<file path="config.mk">
export PLATFORM = sky130hd
export DESIGN_NAME = word_serializer
export DESIGN_NICKNAME = d
export VERILOG_FILES = /design/src/rtl/serial_pkg.sv /design/src/rtl/word_serializer.sv
export SDC_FILE = /design/constraint.sdc
export NUM_CORES = 1
export LEC_CHECK = 0
export ABC_CLOCK_PERIOD_IN_PS = 4000
export CAP_MARGIN = 20
export CELL_PAD_IN_SITES_DETAIL_PLACEMENT = 1
export CELL_PAD_IN_SITES_GLOBAL_PLACEMENT = 1
export CORE_MARGIN = 5
export CORE_UTILIZATION = 40
export DETAILED_ROUTE_END_ITERATION = 12
export PLACE_DENSITY_LB_ADDON = 0.1
export SYNTH_ARGS = -nofsm -noshare
export SYNTH_HDL_FRONTEND = slang
export SYNTH_SLANG_ARGS = --single-unit
</file>
<file path="constraint.sdc">
create_clock -name clk -period 4 [get_ports clk]
set_clock_uncertainty 0.15 [all_clocks]
set_input_delay 1 -clock clk [delete_from_list [all_inputs] [get_ports clk]]
set_output_delay 1 -clock clk [all_outputs]
set_load 0.005 [all_outputs]
</file>
<file path="src/rtl/serial_pkg.sv">
// Shared types and constants for the serial path (serializer, pattern detector, benches).
package serial_pkg;

  typedef enum logic {
    IDLE  = 1'b0,
    SHIFT = 1'b1
  } ser_state_e;

  localparam logic IDLE_BIT_DEFAULT = 1'b0;

  // Sequence the downstream Moore detector fires on.
  localparam logic [3:0] DETECT_PATTERN = 4'b1001;

endpackage

</file>
<file path="src/rtl/word_serializer.sv">
// Parallel-in, serial-out converter with a one-word holding register so that
// consecutive words stream with no idle bits in between.
module word_serializer
  import serial_pkg::*;
#(
  parameter int   WIDTH     = 8,
  parameter bit   MSB_FIRST = 1'b1,
  parameter logic IDLE_BIT  = IDLE_BIT_DEFAULT
) (
  input  logic             clk,
  input  logic             reset,
  input  logic [WIDTH-1:0] in_data,
  input  logic             in_valid,
  output logic             in_ready,
  output logic             d_out,
  output logic             bit_valid,
  output logic             word_start,
  output logic             busy
);

  localparam int            CW   = $clog2(WIDTH);
  localparam logic [CW-1:0] LAST = CW'(WIDTH - 1);

  ser_state_e       state_q, state_d;
  logic [CW-1:0]    cnt_q, cnt_d;
  logic [WIDTH-1:0] shift_q, shift_d;
  logic [WIDTH-1:0] hold_q, hold_d;
  logic             hold_full_q, hold_full_d;

  logic             xfer;
  logic             cur_bit;
  logic [WIDTH-1:0] shift_adv;

  assign in_ready = !hold_full_q && !reset;
  assign xfer     = in_valid && in_ready;

  // The outgoing bit always sits at one end of the shifter; advancing moves the next one there.
  generate
    if (MSB_FIRST) begin : g_msb_first
      assign cur_bit   = shift_q[WIDTH-1];
      assign shift_adv = {shift_q[WIDTH-2:0], 1'b0};
    end else begin : g_lsb_first
      assign cur_bit   = shift_q[0];
      assign shift_adv = {1'b0, shift_q[WIDTH-1:1]};
    end
  endgenerate

  always_comb begin
    state_d     = state_q;
    cnt_d       = cnt_q;
    shift_d     = shift_q;
    hold_d      = hold_q;
    hold_full_d = hold_full_q;
    case (state_q)
      IDLE: begin
        if (xfer) begin
          shift_d = in_data;
          cnt_d   = '0;
          state_d = SHIFT;
        end
      end
      SHIFT: begin
        if (cnt_q != LAST) begin
          shift_d = shift_adv;
          cnt_d   = cnt_q + CW'(1);
          if (xfer) begin
            hold_d      = in_data;
            hold_full_d = 1'b1;
          end
        end else if (hold_full_q) begin
          // A held word has priority; in_ready is low so no transfer can collide with it.
          shift_d     = hold_q;
          hold_full_d = 1'b0;
          cnt_d       = '0;
        end else if (xfer) begin
          shift_d = in_data;
          cnt_d   = '0;
        end else begin
          shift_d = shift_adv;
          cnt_d   = '0;
          state_d = IDLE;
        end
      end
      default: begin
        state_d = IDLE;
        cnt_d   = '0;
      end
    endcase
  end

  always_ff @(posedge clk) begin
    if (reset) begin
      state_q     <= IDLE;
      cnt_q       <= '0;
      shift_q     <= '0;
      hold_q      <= '0;
      hold_full_q <= 1'b0;
    end else begin
      state_q     <= state_d;
      cnt_q       <= cnt_d;
      shift_q     <= shift_d;
      hold_q      <= hold_d;
      hold_full_q <= hold_full_d;
    end
  end

  assign bit_valid  = (state_q == SHIFT);
  assign d_out      = bit_valid ? cur_bit : IDLE_BIT;
  assign word_start = bit_valid && (cnt_q == '0);
  assign busy       = bit_valid || hold_full_q;

endmodule

</file>
==> results.toml, run 1 <==
[sta]
holdWs_ns = 0.330
clock.fmax_ghz = 0.315
setup_viol = 0
setup_tns_ns = 0
slew_violations = 0
min_period_over_period = 0.793
slew_headroom = 0.518
setup_slack_ns = 0.827
rsz0062_at_grt = "false"
worst_slew_pin_slew_ns = 0.721
hold_viol = 0
finalCriticalPeriod_ns = 3.17

[synth]
seq_area_frac_synth = 0.351
ys_warn_count = 0
synth_area_per_cell_um2 = 8.68
synth-seq-cells = 21
netlist.area_leader.share = 0.351
synth_flop_cell = "dfxtp_1"
synth_edf_count = 0
syn_nets = 152
synth.top_cells.by_area = "dfxtp_1, and4bb_2, nand3_1"
yosysMostFrequentCell = "dfxtp_1"
synth_top_cell_by_area = "dfxtp_1"
synth_top_cells_by_count = "dfxtp_1, nand3_1, a21oi_1, o21ai_0, and2_1"
syn_area_mm2 = 0.00120
ys_types = 29
async_flop_share = 0
syn_inst = 138

[detailed_routing]
routedWlPerCell_um = 16.4
postRouteAntennaNets = 0
dr.pass1.iters = 4
drc_errors = 0
avgViaCountPerCell = 5.77
wirelength_mm = 2.91
drtIter0Drc = 36
vias = 1021

[power_and_ir_drop]
p_seq_frac = 0.567
p_int_mw = 0.294
p_comb_frac = 0.177
p_leak_nw = 0.480
swShare = 0.277
switching_power_mw = 0.113
vdd_drop_max_mv = 0.153
pwr-share-clk = 0.255
pwr_density_cell_mw_per_mm2 = 301

[setup_path]
cp_cell_sequence = "clkdlybuf4s50_1, nor2_1, clkdlybuf4s50_1"
endpoint_kind = "primary output"
worstPathArrival_ns = 2.02
cp_top_family = "buffers and inverters"
cp_num_buf_inv = 2
worstSetupStartpointType = "input port"
max_stage_delay_ns = 0.51
critPathKind = "input port to primary output"
cp_max_fo = 2
worstPathRequired_ns = 2.85
slowest_stage = "clkdlybuf4s50_1"
critPathMostFrequentCell = "clkdlybuf4s50_1"

[global_route]
grt_use_total = 0.152
grt_pass1_wl_mm = 5.08
grt-ovfl-total = 0
grt_pass1_vias = 1019
grt_max_degree = 28
antenna_found_initial = 0

[clock_tree]
root_buffer = "clkbuf_4"
cts_tree = "yes"
cts_sinks = 21
clk_pin_slew_ns = 0.11
insertion_delay_ns = 0.30
cts_buffers = 3
cts_setup_buffers = 0
postCtsHoldBufs = 0
htreeDepth = 1
cts_resized = 0
clk_path_buf_depth = 2

[hold_path]
hold_class = "flop to flop"

[floorplanning]
io_pins = 16
die_x_um = 64.7
row_count = 19
die_area_mm2 = 0.00419
core-area_mm2 = 0.00281
initial_utilization = 0.427
die_y_um = 64.7

[placement]
port_buffers = 15
placed_area_mm2 = 0.00132
dp_hpwl_mm = 2.13
place_congestion = 0.705
dp_cells = 173
post-place-ws_ns = 0.813

[final_layout]
seq_area_um2 = 420
diodes = 0
drive_gt1_frac = 0.103
synthToLayoutAreaGrowth_pct = 12.9
design_area_mm2 = 0.00135
final_cells = 177
final_nets = 161
fill_cells = 332
multi_input_area_um2 = 696

[run]
max-cap-violations = 0

[outcome]
outcome = "finished clean"
==> final cells by class <==
cell class                 count  share of cell area
clock buffer                   3              0.0167
multi-input combinational    102               0.515
clock inverter                 1             0.00370
timing repair buffer          16               0.117
inverter                       3             0.00833
tap                           31              0.0287
sequential                    21               0.311
==> per-stage QoR <==
stage	utilization	power, mW
floorplan	-	0.281
global placement	0.472	0.306
detailed placement	0.472	0.309
CTS	0.482	0.413
global route	0.482	0.435
finish	0.482	0.407
==> power groups by stage <==
stage               logic [mW]  registers [mW]  clock network (mW)
global route            0.0796           0.234               0.121
finish                  0.0722           0.231               0.104
floorplan               0.0513           0.229                   0
CTS                     0.0731           0.231               0.108
detailed placement      0.0728           0.236                   0
global placement        0.0707           0.235                   0
==> worst register-to-register path: stages (launching register included) <==
cell	delay, ns
dfxtp_1	0.78
nand2b_1	0.58
mux2i_1	0.26
o211ai_1	0.10
==> state kept, by name, indices dropped and copies added (netlist names) <==
register	count
hold_q	8
hold_full_q	1
bit_valid	1
shift_q	8
cnt_q	3
==> per-layer routing <==
layer / track usage / vias up / share of wire
li1: - / 517 / -
met1: 0.221 / 493 / 0.51
met2: 0.227 / 9 / 0.46
met3: 0.0242 / 2 / 0.018
met4: 0.0475 / 0 / 0.0065
met5: 0 / - / 0
==> logic make-up (layout without fill, tap and decap cells) <==
logic type               count (synthesis)  count (layout)  share of synthesized area
AND/OR/NAND/NOR                         52              52                      0.304
AO/OA/AOI/OAI                           40              40                      0.187
flip-flops                              21              21                      0.351
buffers and inverters                   15              23                     0.0679
multiplexers                             7               7                     0.0585
adder cells (fa/ha/maj)                  3               3                     0.0314
==> cells in the final DEF, fill, tap and decap left out <==
| cell type | instances |
|---|---|
| a211oi_1 | 1 |
| a21oi_1 | 13 |
| a31oi_1 | 1 |
| and2_1 | 9 |
| and2b_1 | 1 |
| and3b_1 | 1 |
| and4bb_2 | 7 |
| buf_4 | 1 |
| clkbuf_4 | 3 |
| clkdlybuf4s50_1 | 15 |
| clkinv_2 | 1 |
| dfxtp_1 | 21 |
| ha_1 | 3 |
| inv_1 | 3 |
| mux2i_1 | 7 |
| nand2_1 | 4 |
| nand2b_1 | 2 |
| nand3_1 | 15 |
| nand3b_1 | 5 |
| nor2_1 | 2 |
| nor2b_1 | 1 |
| nor3b_4 | 1 |
| nor4bb_1 | 1 |
| o211ai_1 | 8 |
| o21ai_0 | 13 |
| o21ai_1 | 4 |
| or2_2 | 2 |
| or3b_1 | 1 |
==> worst paths after layout <==
| path | startpoint | end | slack [ns] | cells after the start |
|---|---|---|---|---|
| max reg2reg | hold_full_q | shift_q[6] | 2.03 | 3 |
| min reg2reg | hold_q[0] | hold_q[0] | 0.33 | 2 |
| max | reset | in_ready | 0.83 | 3 |
| min | hold_q[0] | hold_q[0] | 0.33 | 2 |
Power figures use the tool's default switching activity.
==> run 2, diff against run 1 <==
Settings changed: ABC_CLOCK_PERIOD_IN_PS 4000 to 2650, CORE_UTILIZATION 40 to 36.
Clock period 4 ns to 2.65 ns, I/O delays scaled along.
==> run 2 against run 1 <==
Setup slack worse by 0.62 ns. Sequential power increased by 50%. Critical path depth unchanged. Via count increased by 4.8%. Flip-flop and latch count unchanged. Count of clock-buffer cells in the layout rose by 1. Critical endpoint unchanged. Global-route usage up 0.76 points. Clock power up 52%. Final cell count rose by 13%. Critical path type unchanged.
==> results.toml, run 2 (synthesis results as in run 1) <==
[global_route]
grt_pass1_vias = 1052
antenna_found_initial = 0
grt-ovfl-total = 0
grt_max_degree = 25
grt_use_total = 0.159
grt_pass1_wl_mm = 5.44

[setup_path]
worstSetupStartpointType = "input port"
cp_max_fo = 5
cp_top_family = "buffers and inverters"
cp_num_buf_inv = 2
critPathKind = "input port to primary output"
slowest_stage = "clkdlybuf4s50_1"
r2r-start = "hold_full_q"
cp_cell_sequence = "dlygate4sd2_1, nor2_1, clkdlybuf4s50_1"
r2r_end = "hold_q[5]"
worstPathRequired_ns = 1.84
max_stage_delay_ns = 0.52
ff2ff_path_depth = 4
endpoint_kind = "primary output"
reg2reg_setup_slack_ns = 0.92
worstPathArrival_ns = 1.64

[final_layout]
diodes = 0
final_nets = 169
drive_gt1_frac = 0.149
fill_cells = 396
final_cell_mix = "dfxtp_1, nand3_1, clkdlybuf4s50_1, a21oi_1, o21ai_0"
final_cells = 200
final_common_cell = "dfxtp_1"
seq_area_um2 = 422
synthToLayoutAreaGrowth_pct = 19.3
largest_registers = "hold_q: 8 flops, shift_q: 8 flops, cnt_q: 3 flops"
design_area_mm2 = 0.00143
multi_input_area_um2 = 696

[power_and_ir_drop]
p_leak_nw = 0.518
pwr-share-clk = 0.251
switching_power_mw = 0.175
p_int_mw = 0.455
vdd_drop_max_mv = 0.227
pwr_density_cell_mw_per_mm2 = 441
p_seq_frac = 0.549
p_comb_frac = 0.200
swShare = 0.278

[detailed_routing]
avgViaCountPerCell = 5.35
wirelength_mm = 3.22
drc_errors = 0
drtIter0Drc = 66
vias = 1070
postRouteAntennaNets = 0
dr.pass1.iters = 4
routedWlPerCell_um = 16.1

[clock_tree]
cts_buffers = 3
cts_tree = "yes"
clk_path_buf_depth = 2
cts_setup_buffers = 0
root_buffer = "clkbuf_4"
clk_pin_slew_ns = 0.12
insertion_delay_ns = 0.30
postCtsHoldBufs = 0
htreeDepth = 1
cts_sinks = 21

[placement]
port_buffers = 15
placed_area_mm2 = 0.00140
dp_hpwl_mm = 2.34
post-place-ws_ns = -0.0459
place_congestion = 0.738
dp_cells = 196

[hold_path]
hold_class = "flop to flop"
min_to = "hold_q[1]"
holdCritStartpoint = "hold_q[1]"
whs_path_depth = 2

[floorplanning]
initial_utilization = 0.365
core-area_mm2 = 0.00328
io_pins = 16
die_x_um = 67.7
row_count = 21
die_y_um = 67.7
die_area_mm2 = 0.00458

[sta]
hold_viol = 0
min_period_over_period = 0.924
setup_viol = 0
holdWs_ns = 0.332
slew_headroom = 0.776
clock.fmax_ghz = 0.409
finalCriticalPeriod_ns = 2.45
slew_violations = 0
worst_slew_pin_slew_ns = 0.336
setup_slack_ns = 0.202
rsz0062_at_grt = "false"

[outcome]
outcome = "finished clean"

[run]
max-cap-violations = 0
==> run 2: power by group through the flow <==
stage / sequential (mW) / combinational, mW / clock, mW
floorplan: 0.346 / 0.0774 / 0
global placement: 0.352 / 0.125 / 0
detailed placement: 0.353 / 0.127 / 0
finish: 0.346 / 0.126 / 0.158
CTS: 0.346 / 0.128 / 0.168
global route: 0.349 / 0.140 / 0.182
==> run 2: metrics by stage <==
stage               setup TNS [ns]  utilization  power [mW]
floorplan                        0            -       0.424
global placement           -0.0464        0.427       0.477
detailed placement         -0.0459        0.427       0.480
CTS                              0        0.435       0.641
global route                     0        0.435       0.670
finish                           0        0.435       0.630
==> run 2: area by class of cell <==
class | instances | share of cell area
inverters | 3 | 0.00788
repair buffers | 24 | 0.151
well taps | 46 | 0.0403
multi-input cells | 102 | 0.487
clock buffers | 4 | 0.0184
flip-flops and latches | 21 | 0.295
==> run 2: worst max-delay path by stage <==
stage                   start    endpoint  slack [ns]  cells after the start
floorplan               reset    in_ready        0.62                      4
global placement        reset    in_ready       -0.05                      3
detailed placement      reset    in_ready       -0.05                      3
CTS                 bit_valid  word_start        0.14                      3
global route            reset    in_ready        0.17                      3
finish                  reset    in_ready        0.20                      3
==> run 2: tightest hold or removal path, cell delays in order (launching register included) <==
cell     delay [ns]
dfxtp_1        0.32
o21ai_0        0.06
a21oi_1        0.06
==> run 2: repair_timing <==
item	CTS	global route
gates resized for setup	1	1
endpoints found under the setup margin	1	1
hold endpoints to repair	0	0
==> run 2: per-layer routing <==
layer / routed length (um) / GRT usage
met1: 1530 / 0.229
met5: 0 / 0
met2: 1550 / 0.247
met4: 16 / 0.0380
met3: 131 / 0.0250
